**config.mk**
```make
export PLATFORM = sky130hd
export DESIGN_NAME = spi_instr_tx
export DESIGN_NICKNAME = d
export VERILOG_FILES = /design/src/rtl/spi_cpu_pkg.sv /design/src/rtl/instr_fifo.sv /design/src/rtl/spi_instr_tx.sv
export SDC_FILE = /design/constraint.sdc
export NUM_CORES = 1
export LEC_CHECK = 0
export CAP_MARGIN = 0
export CORE_AREA = 5 5 59 61
export DETAILED_ROUTE_END_ITERATION = 12
export DIE_AREA = 0 0 64 66
export GPL_TIMING_DRIVEN = 1
export PLACE_DENSITY = 0.72
export RECOVER_POWER = 100
export SETUP_SLACK_MARGIN = 0.02
export SLEW_MARGIN = 40
export SYNTH_ARGS = -nofsm -noshare
export SYNTH_HDL_FRONTEND = slang
export SYNTH_SLANG_ARGS = --single-unit
```
**constraint.sdc**
```tcl
create_clock -name clk -period 1.5 [get_ports clk]
set_input_delay 0.45 -clock clk [delete_from_list [all_inputs] [get_ports clk]]
set_output_delay 0.45 -clock clk [all_outputs]
set_load 0.01 [all_outputs]
```
**src/rtl/spi_cpu_pkg.sv**
```systemverilog
// spi_cpu_pkg: widths, opcode constants and FSM encoding shared by the SPI instruction link.
package spi_cpu_pkg;
  localparam int FRAME_W  = 8;
  localparam int NIBBLE_W = 4;
  localparam logic [NIBBLE_W-1:0] OP_LDA = 4'h0;
  localparam logic [NIBBLE_W-1:0] OP_ADD = 4'hA;
  localparam logic [NIBBLE_W-1:0] OP_INV = 4'hF;
  typedef enum logic [2:0] {IDLE, SETUP, SHIFT_HI, SHIFT_LO, GAP} state_e;
endpackage

```
**src/rtl/instr_fifo.sv**
```systemverilog
// instr_fifo: power-of-two circular FIFO with wrap-around pointers and an occupancy count.
module instr_fifo #(
  parameter int DEPTH = 4,
  parameter int W     = 8,
  localparam int AW   = $clog2(DEPTH)
) (
  input  logic         clk,
  input  logic         rst_n,
  input  logic         push,
  input  logic         pop,
  input  logic [W-1:0] din,
  output logic [W-1:0] dout,
  output logic         full,
  output logic         empty,
  output logic [AW:0]  count
);
  logic [W-1:0]  mem_q [DEPTH];
  logic [AW-1:0] wr_q, wr_d, rd_q, rd_d;
  logic [AW:0]   cnt_q, cnt_d;
  always_comb begin
    wr_d  = push ? wr_q + 1'b1 : wr_q;
    rd_d  = pop ? rd_q + 1'b1 : rd_q;
    cnt_d = (push && !pop) ? cnt_q + 1'b1 : (pop && !push) ? cnt_q - 1'b1 : cnt_q;
  end
  always_ff @(posedge clk or negedge rst_n) begin
    if (!rst_n) begin
      wr_q  <= '0;
      rd_q  <= '0;
      cnt_q <= '0;
    end else begin
      wr_q  <= wr_d;
      rd_q  <= rd_d;
      cnt_q <= cnt_d;
    end
  end
  always_ff @(posedge clk) begin
    if (push) mem_q[wr_q] <= din;
  end
  assign dout  = mem_q[rd_q];
  assign full  = cnt_q == (AW + 1)'(DEPTH);
  assign empty = cnt_q == '0;
  assign count = cnt_q;
endmodule

```
**src/rtl/spi_instr_tx.sv**
```systemverilog
// spi_instr_tx: SPI mode-0 master sending {opcode, operand} frames MSB first.
// SPI_INSTR_TX_FIFO_EN selects a FIFO_DEPTH-entry FIFO instead of a single holding register.
module spi_instr_tx
  import spi_cpu_pkg::*;
#(
  parameter int CLK_DIV    = 2,
  parameter int FIFO_DEPTH = 4
) (
  input  logic                clk,
  input  logic                rst_n,
  input  logic                instr_valid,
  output logic                instr_ready,
  input  logic [NIBBLE_W-1:0] instr_opcode,
  input  logic [NIBBLE_W-1:0] instr_operand,
  output logic                spi_sclk,
  output logic                spi_mosi,
  output logic                spi_cs_n,
  output logic                busy
);
  localparam int CW = CLK_DIV > 1 ? $clog2(CLK_DIV) : 1;
  localparam logic [CW-1:0] H_M1 = CW'(CLK_DIV - 1);
  if (CLK_DIV < 1 || FIFO_DEPTH < 2 || (FIFO_DEPTH & (FIFO_DEPTH - 1)) != 0) begin : g_bad_cfg
    $error("spi_instr_tx: CLK_DIV must be >= 1 and FIFO_DEPTH a power of two >= 2");
  end
  state_e               state_q, state_d;
  logic [CW-1:0]        cnt_q, cnt_d;
  logic [2:0]           bit_cnt_q, bit_cnt_d;
  logic [FRAME_W-1:0]   sh_q, sh_d, din, head;
  logic                 sclk_q, sclk_d, mosi_q, mosi_d, cs_q, cs_d;
  logic                 push, pop, full, empty, occupied, done;
  assign din         = {instr_opcode, instr_operand};
  assign instr_ready = !full;
  assign push        = instr_valid && !full;
  assign pop         = state_q == IDLE && !empty;
`ifdef SPI_INSTR_TX_FIFO_EN
  logic [$clog2(FIFO_DEPTH):0] fifo_count;
  instr_fifo #(.DEPTH(FIFO_DEPTH), .W(FRAME_W)) u_fifo (
    .clk(clk), .rst_n(rst_n), .push(push), .pop(pop), .din(din),
    .dout(head), .full(full), .empty(empty), .count(fifo_count)
  );
  assign occupied = fifo_count != '0;
`else
  logic [FRAME_W-1:0] hold_q, hold_d;
  logic               full_q, full_d;
  always_comb begin
    hold_d = push ? din : hold_q;
    full_d = push ? 1'b1 : pop ? 1'b0 : full_q;
  end
  always_ff @(posedge clk or negedge rst_n) begin
    if (!rst_n) begin
      hold_q <= '0;
      full_q <= 1'b0;
    end else begin
      hold_q <= hold_d;
      full_q <= full_d;
    end
  end
  assign head     = hold_q;
  assign full     = full_q;
  assign empty    = !full_q;
  assign occupied = full_q;
`endif
  assign done = cnt_q == '0;
  always_comb begin
    state_d   = state_q;
    cnt_d     = done ? H_M1 : cnt_q - 1'b1;
    bit_cnt_d = bit_cnt_q;
    sh_d      = sh_q;
    sclk_d    = sclk_q;
    mosi_d    = mosi_q;
    cs_d      = cs_q;
    case (state_q)
      IDLE: begin
        cnt_d = H_M1;
        if (!empty) begin
          state_d   = SETUP;
          sh_d      = head;
          mosi_d    = head[FRAME_W-1];
          cs_d      = 1'b0;
          bit_cnt_d = 3'd7;
        end
      end
      SETUP: if (done) begin
        state_d = SHIFT_HI;
        sclk_d  = 1'b1;
      end
      SHIFT_HI: if (done) begin
        state_d   = SHIFT_LO;
        sclk_d    = 1'b0;
        bit_cnt_d = bit_cnt_q - 1'b1;
        if (bit_cnt_q != 3'd0) begin
          sh_d   = sh_q << 1;
          mosi_d = sh_q[FRAME_W-2];
        end
      end
      // bit counter wraps to 7 only after the bit-0 high phase
      SHIFT_LO: if (done) begin
        state_d = bit_cnt_q == 3'd7 ? GAP : SHIFT_HI;
        sclk_d  = bit_cnt_q != 3'd7;
        cs_d    = bit_cnt_q == 3'd7;
        mosi_d  = bit_cnt_q == 3'd7 ? 1'b0 : mosi_q;
      end
      GAP: if (done) state_d = IDLE;
      default: state_d = IDLE;
    endcase
  end
  always_ff @(posedge clk or negedge rst_n) begin
    if (!rst_n) begin
      state_q   <= IDLE;
      cnt_q     <= '0;
      bit_cnt_q <= '0;
      sh_q      <= '0;
      sclk_q    <= 1'b0;
      mosi_q    <= 1'b0;
      cs_q      <= 1'b1;
    end else begin
      state_q   <= state_d;
      cnt_q     <= cnt_d;
      bit_cnt_q <= bit_cnt_d;
      sh_q      <= sh_d;
      sclk_q    <= sclk_d;
      mosi_q    <= mosi_d;
      cs_q      <= cs_d;
    end
  end
  assign spi_sclk = sclk_q;
  assign spi_mosi = mosi_q;
  assign spi_cs_n = cs_q;
  assign busy     = state_q != IDLE || occupied;
endmodule

```
=== Word level (Yosys, flattened, before mapping) ===
Cells that the tools add are included.

* Input port bits: 11
* Flip-flop bits (word level): 26
* Output and inout port bits: 5
* Word-level logic and storage cells: 73

* Equality and inequality tests: 13
* Add/sub/neg operators: 2
* Multiplexer cells: 31
* Reduce and logical (&&, ||, !) cells: 18

{| class="wikitable"
|+ Operators by type and width
! operator !! count
|-
| two-way mux 3 bit || 8
|-
| two-way mux 7 bit || 3
|-
| case mux 3 bit (5 select lines) || 1
|-
| two-way mux 1 bit || 14
|-
| != test 2 bit, second input constant || 7
|-
| case mux 7 bit (2 select lines) || 1
|-
| nonzero test 3 bit || 4
|-
| AND reduction 4 bit || 2
|-
| == test 3 x 2 -> 1 bit, second input constant || 2
|-
| == test 3 bit, second input constant || 2
|-
| case mux 1 bit (3 select lines) || 2
|-
| case mux 3 bit (2 select lines) || 1
|-
| AND reduction 3 bit || 2
|-
| AND reduction 6 bit || 1
|-
| nonzero test 2 bit || 3
|-
| AND reduction 5 bit || 1
|-
| == test 3 x 1 -> 1 bit, second input constant || 1
|-
| zero test 3 bit || 1
|-
| != test 3 bit, second input constant || 1
|-
| subtractor 3 x 1 -> 3 bit, second input constant || 1
|-
| logical AND 1 bit || 2
|-
| case mux 1 bit (2 select lines) || 1
|-
| zero test 1 bit || 1
|-
| logical OR 1 bit || 1
|-
| subtractor 1 bit, second input constant || 1
|}

=== Depth between registers and ports, before layout ===
Gate-level depths: netlist (run 1).

* Depth in word-level cells: 4
* Depth in mapped cells: 6
* Mapped depth without buffers: 6

=== Least setup slack after synthesis (run 1) ===
No wires, ideal clock.

* Path kind: register to register
* Start point: register bit_cnt_q[0]
* End point: register mosi_q (netlist: spi_mosi)
* Arrival time: 1.390 ns
* Data required time: 1.375 ns
* Cell stages (with the launch flop): 6
* Setup time: 0.125 ns
* Period minus slack after synthesis: 1.515 ns
* Setup slack: -0.015 ns
* Buffers on the path: 0
* Path through: dfrtp_1 -> inv_1 -> ha_1 -> a211o_1 -> a21oi_2 -> mux2_4

* Cells in the longest elaborated chain, start to end: 3
* Elaborated cells on any way between the ends: 5
* Those cells by class: 3 x eq/ne; 2 x reduce/logical

{| class="wikitable"
|+ Ends and longest elaborated chain
! item !! RTL line !! source
|-
| start: declaration || spi_instr_tx.sv:27 || <nowiki>logic [2:0] bit_cnt_q, bit_cnt_d;</nowiki>
|-
| start signal: assignment || spi_instr_tx.sv:119 || <nowiki>bit_cnt_q <= bit_cnt_d;</nowiki>
|-
| == test 3 bit or nonzero test 3 bit (tied branches) || spi_instr_tx.sv:101, spi_instr_tx.sv:91 ||
|-
| != test 2 bit (no source line) || -- ||
|-
| AND reduction 6 bit (no source line) (*) || -- ||
|-
| end signal: assignment || spi_instr_tx.sv:122 || <nowiki>mosi_q <= mosi_d;</nowiki>
|-
| end: declaration || spi_instr_tx.sv:29 || <nowiki>logic sclk_q, sclk_d, mosi_q, mosi_d, cs_q, cs_d;</nowiki>
|}

Every way passes the cells marked *; elsewhere a longest branch is shown, timed or not.
A chain may end at the register's enable or synchronous reset.

=== Final worst setup path (run 1) ===
* Start point: register state_q[2]
* End point: output busy

* Cells in the longest elaborated chain, start to end: 2

{| class="wikitable"
|+ Ends and longest elaborated chain
! item !! RTL line !! source
|-
| start: declaration || spi_instr_tx.sv:25 || <nowiki>state_e state_q, state_d;</nowiki>
|-
| start signal: assignment || spi_instr_tx.sv:117 || <nowiki>state_q <= state_d;</nowiki>
|-
| nonzero test 3 bit || spi_instr_tx.sv:129 || <nowiki>assign busy = state_q != IDLE || occupied;</nowiki>
|-
| logical OR 1 bit || spi_instr_tx.sv:129 ||
|-
| end: declaration || spi_instr_tx.sv:18 || <nowiki>output logic busy</nowiki>
|}

No other way between the ends.

==> flow_results.xml, run 1 <==
<?xml version="1.0" encoding="UTF-8"?>
<metrics>
  <group name="clock_network">
    <metric name="max-clock-path-buffers" unit="">2</metric>
    <metric name="cts_made_buffers" unit="">3</metric>
    <metric name="clock_sink_count" unit="">26</metric>
    <metric name="clk_latency" unit="ns">0.32</metric>
    <metric name="clk_root_buffer_cell" unit="">clkbuf_4</metric>
    <metric name="cts_tree" unit="">done</metric>
    <metric name="cts.hold.buffers_added" unit="">0</metric>
    <metric name="h-tree-depth" unit="">1</metric>
    <metric name="worst_setup_hold_path_clk_slew" unit="ns">0.14</metric>
  </group>
  <group name="yosys">
    <metric name="synthXorXnorAreaFrac" unit="%">0</metric>
    <metric name="synth_top_area_share" unit="%">46.6</metric>
    <metric name="yosys_warnings" unit="">0</metric>
    <metric name="post_synth_and_or_nand_nor_area_fraction" unit="%">11.5</metric>
    <metric name="synthesis.nets" unit="">129</metric>
    <metric name="synth_compound_area_share" unit="%">12.4</metric>
    <metric name="main_combinational_cell_family_by_area_after_synthesis" unit="">multiplexers</metric>
    <metric name="synth.area.top_cells" unit="">dfrtp_1 (47%), mux2_2 (10%), mux2_4 (9.0%)</metric>
    <metric name="ys_seq_area_share" unit="%">48.6</metric>
    <metric name="multiplexer_area_fraction_after_synthesis" unit="%">19.9</metric>
    <metric name="syn-mean-instance-area" unit="um2">11.7</metric>
    <metric name="post_synth_num_cell_types" unit="">31</metric>
    <metric name="synthAdderAreaFrac" unit="%">2.80</metric>
    <metric name="yosys_reg_bits" unit="">26</metric>
    <metric name="synth.cell_area" unit="um2">1340</metric>
    <metric name="netlist.top_cell.by_area" unit="">dfrtp_1</metric>
    <metric name="netlist_instances" unit="">115</metric>
  </group>
  <group name="setup_path">
    <metric name="critical_path.max_stage_delay" unit="ns">0.42</metric>
    <metric name="cp_max_fo" unit="">2</metric>
    <metric name="crit_chain" unit="">nor2_2 &gt; nand2_1 &gt; buf_2</metric>
    <metric name="capturing_element_type_of_the_critical_path" unit="">output pin</metric>
    <metric name="worst-endpoint-required" unit="ns">1.05</metric>
    <metric name="crit_arrival" unit="ns">1.09</metric>
    <metric name="timing.critical_path.from_type" unit="">register</metric>
    <metric name="timing.critical_path.slowest_stage_cell" unit="">dfrtp_1</metric>
    <metric name="timing.setup.critical_path_class" unit="">register to output pin</metric>
  </group>
  <group name="cells_and_area">
    <metric name="design.final.nets" unit="">171</metric>
    <metric name="fin_cells" unit="">189</metric>
    <metric name="fin_area" unit="um2">1770</metric>
    <metric name="layout-drive-gt1-share" unit="%">42.3</metric>
    <metric name="num_antenna_cells" unit="">0</metric>
    <metric name="synthToLayoutAreaGrowth" unit="%">32.2</metric>
    <metric name="multi_input_comb_area" unit="um2">649</metric>
    <metric name="regArea" unit="um2">652</metric>
    <metric name="final.fill_count" unit="">240</metric>
  </group>
  <group name="power">
    <metric name="powerDensity" unit="nW/um2">2320</metric>
    <metric name="static-leakage-power" unit="nW">0.818</metric>
    <metric name="vdd_drop_max" unit="mV">1.36</metric>
  </group>
  <group name="route">
    <metric name="iteration_count_of_the_initial_detailed_routing_pass" unit="">4</metric>
    <metric name="remaining_drc_errors" unit="">0</metric>
    <metric name="drt-vias-per-instance" unit="">5.33</metric>
    <metric name="totalWireLength" unit="um">2660</metric>
    <metric name="post_detailed_route_wirelength_per_cell" unit="um">14.1</metric>
    <metric name="drtAntennaViolNets" unit="">0</metric>
    <metric name="via_count" unit="">1008</metric>
    <metric name="dr.first_iter.drc_count" unit="">65</metric>
  </group>
  <group name="sta">
    <metric name="period_utilisation_layout" unit="%">103</metric>
    <metric name="unrepaired_setup_endpoints_after_global_routing" unit="">yes</metric>
    <metric name="finalWorstPathRequiredPeriod" unit="ns">1.54</metric>
    <metric name="timing.final.hold_violations" unit="">0</metric>
    <metric name="tns" unit="ns">-0.240</metric>
    <metric name="setup_slack" unit="ns">-0.0427</metric>
    <metric name="slew_at_the_pin_closest_to_its_max_slew_limit" unit="ns">0.503</metric>
    <metric name="timing.fmax" unit="MHz">648</metric>
    <metric name="finalSetupViolations" unit="">9</metric>
    <metric name="final_worst_clock_skew" unit="ns">0.00691</metric>
    <metric name="final_max_slew_viol_count" unit="">0</metric>
    <metric name="timing.max_slew.rel_slack" unit="%">66.4</metric>
  </group>
  <group name="global_routing">
    <metric name="grt_first_pass_wirelength" unit="um">4670</metric>
    <metric name="antenna_found_initial" unit="">0</metric>
    <metric name="gr-total-overflow" unit="">0</metric>
    <metric name="first_global_vias" unit="">1034</metric>
    <metric name="grt_start_max_net_pins" unit="">22</metric>
    <metric name="grt_util_all_layers" unit="%">13.6</metric>
  </group>
  <group name="placement">
    <metric name="placed_area" unit="um2">1680</metric>
    <metric name="detailedPlacementHpwl" unit="um">1930</metric>
    <metric name="number_of_i_o_port_buffers" unit="">15</metric>
    <metric name="dpl.cell_count" unit="">178</metric>
    <metric name="preCtsSetupSlack" unit="ns">-0.168</metric>
    <metric name="gp_routability_congestion" unit="">0.828</metric>
  </group>
  <group name="floorplanning">
    <metric name="placementRows" unit="">20</metric>
    <metric name="die_height" unit="um">66</metric>
    <metric name="die_area" unit="um2">4220</metric>
    <metric name="core_region_area" unit="um2">2930</metric>
    <metric name="pin_count" unit="">16</metric>
    <metric name="dieWidth" unit="um">64</metric>
    <metric name="initial_utilization" unit="%">45.8</metric>
  </group>
  <group name="flow_run">
    <metric name="max-cap-violations" unit="">0</metric>
  </group>
  <group name="run_status">
    <metric name="failed_checks" unit="">setup timing</metric>
    <metric name="status" unit="">finished with violations</metric>
  </group>
  <group name="min_path">
    <metric name="hold_class" unit="">input port to async pin</metric>
  </group>
</metrics>
## power by group
group | switching, W | leakage (nW) | internal (W)
combinational | 0.00104 | 0.492 | 0.00144
sequential | 0.000213 | 0.305 | 0.00106
clock | 0.000207 | 0.0210 | 0.000148
## area by class of cell
type                            count  share of cell area [%]
Tap cell                           33                    2.33
Sequential cell                    26                    36.8
Multi-Input combinational cell     77                    36.6
Timing Repair Buffer               43                    20.8
Clock buffer                        4                    2.05
Inverter                            6                    1.41
## cell usage after synthesis
master and number:
ha_1 3, a211o_1 1, o21ai_4 1, nor2_1 7, nor2b_1 3, a211oi_1 1, o2111ai_1 1, inv_1 6
o21a_1 1, mux2_1 1, nor3_1 3, nand3_1 2, buf_6 2, o21ai_0 6, mux2_4 8, and4b_1 1
a21oi_1 7, mux2_2 12, a32o_1 1, or3_1 1, dfstp_2 1, nor2_4 1, dfrtp_1 25, a21oi_2 3
buf_2 4, and2b_4 1, o21bai_1 1, nand3b_1 1, a31o_1 1, nand2b_1 2, nand2_1 7
## layout by cell type, fill, tap and decap left out, types with 3 or more instances in the layout
master,count
a21oi_1,7
buf_4,18
buf_6,5
clkbuf_2,3
clkbuf_4,5
clkdlybuf4s50_1,9
dfrtp_1,25
inv_1,4
mux2_2,12
mux2_4,8
nand2_1,7
nor2_1,5
nor2b_1,3
nor3_1,3
o21ai_0,6
## sequential cells by signal (all words and copies together), names as in the netlist
signal and flops:
head 8, sh_q 7, state_q 3, spi_sclk 1, spi_mosi 1, spi_cs_n 1
full 1, bit_cnt_q 3, cnt_q 1
## path summary, 6_finish.rpt
check	start	end	slack, ns	cells past startpoint
min in group clk	head[0]	head[0]	0.52	1
worst min-delay path	rst_n	spi_sclk	0.42	1
max in group asynchronous	rst_n	sh_q[6]	0.30	2
worst max-delay path	state_q[2]	busy	-0.04	3
worst max register to register	state_q[1]	sh_q[3]	-0.04	6
worst min register to register	head[0]	head[0]	0.52	1
## metal layers
metal	wire [um]	GRT usage [%]	vias to the layer above
met5	0	0	-
met4	0	1.56	0
met3	123	4.25	0
met2	1430	23.9	19
met1	1100	16.8	505
li1	-	-	484
## critical path, delay by kind of cell, from the launching register on
family                 cells  cell delay, ns
flip-flops                 1            0.42
buffers and inverters      1            0.14
AND/OR/NAND/NOR            2            0.21
## kinds of logic after synthesis
logic type | after synthesis
adders and majority gates | 3
buffers and inverters | 12
muxes | 21
and+or+nand+nor | 29
DFF | 26
AOI/OAI and AO/OA | 24
## metrics by stage
step	util (%)	power (W)	hold slack (ns)
finish	60.6	0.00411	0.419
global route	60.6	0.00443	0.418
CTS	60.2	0.00407	0.385
detailed placement	57.2	0.00357	0.492
global placement	57.2	0.00350	0.469
floorplan	-	0.00277	0.154
## repair_timing
action	CTS	global route
endpoints found under the setup margin	13	13
resized for setup	24	9
endpoints found under the hold margin	0	0
pin swaps	3	7
setup buffers	4	4
No activity file was read; power rests on OpenSTA's default activity.
==> run 2: changes to the inputs <==
CORE_AREA = 2 2 56 58   (was 5 5 59 61)
DIE_AREA = 0 0 58 60   (was 0 0 64 66)
==> run 2 against run 1 <==
The run still ends with setup timing left. Cell area rose by 4.0%. Clock power up 35%. Final cell count grew 2.6%. Worst hold slack got worse by 0.015 ns. Fmax is 2.2% lower. Sequential cell count is the same. Wire length increased by 6.5%. Via count rose by 2.7%. Register-to-register slack improved by 0.02 ns. Utilization is 3.0 points higher. Sequential share of layout area decreased by 1.4 points. Critical path depth is 1 higher. Largest cell class is now multi-input gates.
==> flow_results.xml, run 2 (synthesized netlist as in run 1, its figures left out) <==
<?xml version="1.0" encoding="UTF-8"?>
<metrics>
  <group name="cells_and_area">
    <metric name="design.final.nets" unit="">176</metric>
    <metric name="layout_commonest_cell" unit="">dfrtp_1</metric>
    <metric name="final.fill_count" unit="">261</metric>
    <metric name="multi_input_comb_area" unit="um2">659</metric>
    <metric name="number_of_flip_flops_under_the_largest_register_name" unit="">8</metric>
    <metric name="most-common-layout-cells" unit="">dfrtp_1 (24), buf_4 (23), mux2_2 (12)</metric>
    <metric name="num_antenna_cells" unit="">0</metric>
    <metric name="regArea" unit="um2">653</metric>
    <metric name="layout-drive-gt1-share" unit="%">44.1</metric>
    <metric name="final_core_utilization" unit="%">63.5</metric>
    <metric name="synthToLayoutAreaGrowth" unit="%">37.5</metric>
  </group>
  <group name="route">
    <metric name="via_count" unit="">1035</metric>
    <metric name="dr.first_iter.drc_count" unit="">49</metric>
    <metric name="totalWireLength" unit="um">2830</metric>
    <metric name="remaining_drc_errors" unit="">0</metric>
    <metric name="iteration_count_of_the_initial_detailed_routing_pass" unit="">6</metric>
    <metric name="post_detailed_route_wirelength_per_cell" unit="um">14.6</metric>
    <metric name="drt-vias-per-instance" unit="">5.34</metric>
    <metric name="drtAntennaViolNets" unit="">0</metric>
  </group>
  <group name="setup_path">
    <metric name="timing.critical_path.from_type" unit="">register</metric>
    <metric name="reg2reg_depth" unit="">5</metric>
    <metric name="crit-reg2reg-launch" unit="">bit_cnt_q[0]</metric>
    <metric name="r2r_setup_slack" unit="ns">-0.02</metric>
    <metric name="reg2reg_to" unit="">spi_mosi</metric>
    <metric name="cp_max_fo" unit="">2</metric>
    <metric name="capturing_element_type_of_the_critical_path" unit="">output pin</metric>
    <metric name="crit_arrival" unit="ns">1.13</metric>
    <metric name="timing.setup.critical_path_class" unit="">register to output pin</metric>
    <metric name="worst-endpoint-required" unit="ns">1.05</metric>
  </group>
  <group name="placement">
    <metric name="gp_routability_congestion" unit="">0.779</metric>
    <metric name="detailedPlacementHpwl" unit="um">2050</metric>
    <metric name="preCtsSetupSlack" unit="ns">-0.208</metric>
    <metric name="number_of_i_o_port_buffers" unit="">15</metric>
  </group>
  <group name="power">
    <metric name="finalPower" unit="W">0.00440</metric>
    <metric name="vdd_drop_max" unit="mV">1.71</metric>
    <metric name="static-leakage-power" unit="nW">0.848</metric>
    <metric name="powerDensity" unit="nW/um2">2390</metric>
  </group>
  <group name="sta">
    <metric name="final_max_slew_viol_count" unit="">0</metric>
    <metric name="finalSetupViolations" unit="">2</metric>
    <metric name="final_worst_clock_skew" unit="ns">0.00136</metric>
    <metric name="timing.final.hold_violations" unit="">0</metric>
    <metric name="slew_at_the_pin_closest_to_its_max_slew_limit" unit="ns">0.612</metric>
    <metric name="finalWorstPathRequiredPeriod" unit="ns">1.58</metric>
    <metric name="timing.max_slew.rel_slack" unit="%">59.2</metric>
    <metric name="unrepaired_setup_endpoints_after_global_routing" unit="">yes</metric>
    <metric name="setup_slack" unit="ns">-0.0773</metric>
    <metric name="period_utilisation_layout" unit="%">105</metric>
    <metric name="timing.fmax" unit="MHz">634</metric>
  </group>
  <group name="global_routing">
    <metric name="gr-usage-met2" unit="%">35.4</metric>
    <metric name="grt.busiest_layer" unit="">met2</metric>
    <metric name="antenna_found_initial" unit="">0</metric>
    <metric name="grt_start_max_net_pins" unit="">16</metric>
    <metric name="met1_usage" unit="%">20.6</metric>
    <metric name="gr-total-overflow" unit="">0</metric>
    <metric name="groute.layer.met3.usage" unit="%">1.95</metric>
    <metric name="grt_util_all_layers" unit="%">18.4</metric>
    <metric name="grt_first_pass_wirelength" unit="um">4770</metric>
    <metric name="first_global_vias" unit="">1072</metric>
  </group>
  <group name="floorplanning">
    <metric name="core_region_area" unit="um2">2900</metric>
    <metric name="die_height" unit="um">60</metric>
    <metric name="dieWidth" unit="um">58</metric>
    <metric name="initial_utilization" unit="%">46.2</metric>
    <metric name="die_area" unit="um2">3480</metric>
    <metric name="placementRows" unit="">20</metric>
    <metric name="pin_count" unit="">16</metric>
  </group>
  <group name="clock_network">
    <metric name="h-tree-depth" unit="">1</metric>
    <metric name="clk_root_buffer_cell" unit="">clkbuf_4</metric>
    <metric name="worst_setup_hold_path_clk_slew" unit="ns">0.14</metric>
    <metric name="cts_tree" unit="">done</metric>
    <metric name="clock_sink_count" unit="">26</metric>
    <metric name="clk_latency" unit="ns">0.32</metric>
    <metric name="max-clock-path-buffers" unit="">2</metric>
    <metric name="cts_made_buffers" unit="">3</metric>
  </group>
  <group name="run_status">
    <metric name="failed_checks" unit="">setup timing</metric>
    <metric name="status" unit="">finished with violations</metric>
  </group>
  <group name="flow_run">
    <metric name="max-cap-violations" unit="">0</metric>
  </group>
  <group name="min_path">
    <metric name="hold_class" unit="">input port to async pin</metric>
  </group>
</metrics>
-- run 2: worst max-delay path, stage by stage, from the launching register on --
cell,delay [ns]
dfrtp_1,0.42
buf_6,0.13
nor2_4,0.07
nand2_1,0.05
buf_2,0.13
-- run 2: worst max path at each step --
stage                           to  slack [ns]  cells after the start          from
after CTS                     busy       -0.09                      4          full
after global placement     head[4]       -0.16                      4   instr_valid
after floorplan           spi_mosi        0.03                      5  bit_cnt_q[0]
final                         busy       -0.08                      4          full
after detailed placement   head[4]       -0.21                      4   instr_valid
after global routing          busy       -0.14                      4          full
-- run 2: routing by layer --
metal	vias to the layer above	routed length, um
li1	493	-
met1	516	1130
met2	24	1590
met3	2	96
met4	0	10
met5	-	0
-- run 2: what timing repair did --
item                       4_1_cts  5_1_grt
pin swaps                        2        2
setup endpoints to repair       13       13
gates cloned                     0        1
hold buffers                     0        0
setup buffers                    5        4
gates resized for setup         22       11
-- run 2: power by group --
| group | total, W | internal (W) | leakage (nW) | switching, W |
|---|---|---|---|---|
| logic | 0.00263 | 0.00154 | 0.516 | 0.00109 |
| registers | 0.00129 | 0.00106 | 0.304 | 0.000229 |
| clock network | 0.000481 | 0.000270 | 0.0279 | 0.000211 |
| total | 0.00440 | 0.00288 | 0.848 | 0.00153 |
-- run 2: cell type report --
type                            count  share of cell area (%)
Tap cell                           33                    2.24
Sequential cell                    26                    35.4
Clock inverter                      1                    1.63
Multi-Input combinational cell     77                    35.8
Timing Repair Buffer               48                    22.4
Clock buffer                        3                    1.22
Inverter                            6                    1.36
-- run 2: metrics by stage --
stage | hold slack, ns | setup TNS, ns | instances | instance area (um2)
detailed placement | 0.487 | -1.67 | 181 | 1690
global placement | 0.472 | -1.23 | 181 | 1690
global route | 0.396 | -0.276 | 194 | 1840
finish | 0.404 | -0.0988 | 194 | 1840
floorplan | 0.154 | 0 | 115 | 1340
CTS | 0.331 | -0.251 | 190 | 1790
==> run 3: changes to the inputs <==
CTS_CLUSTER_SIZE = 12   (was unset)
==> results of run 3 <==
No change in the layout: final DEF, timing and power equal those of run 2.
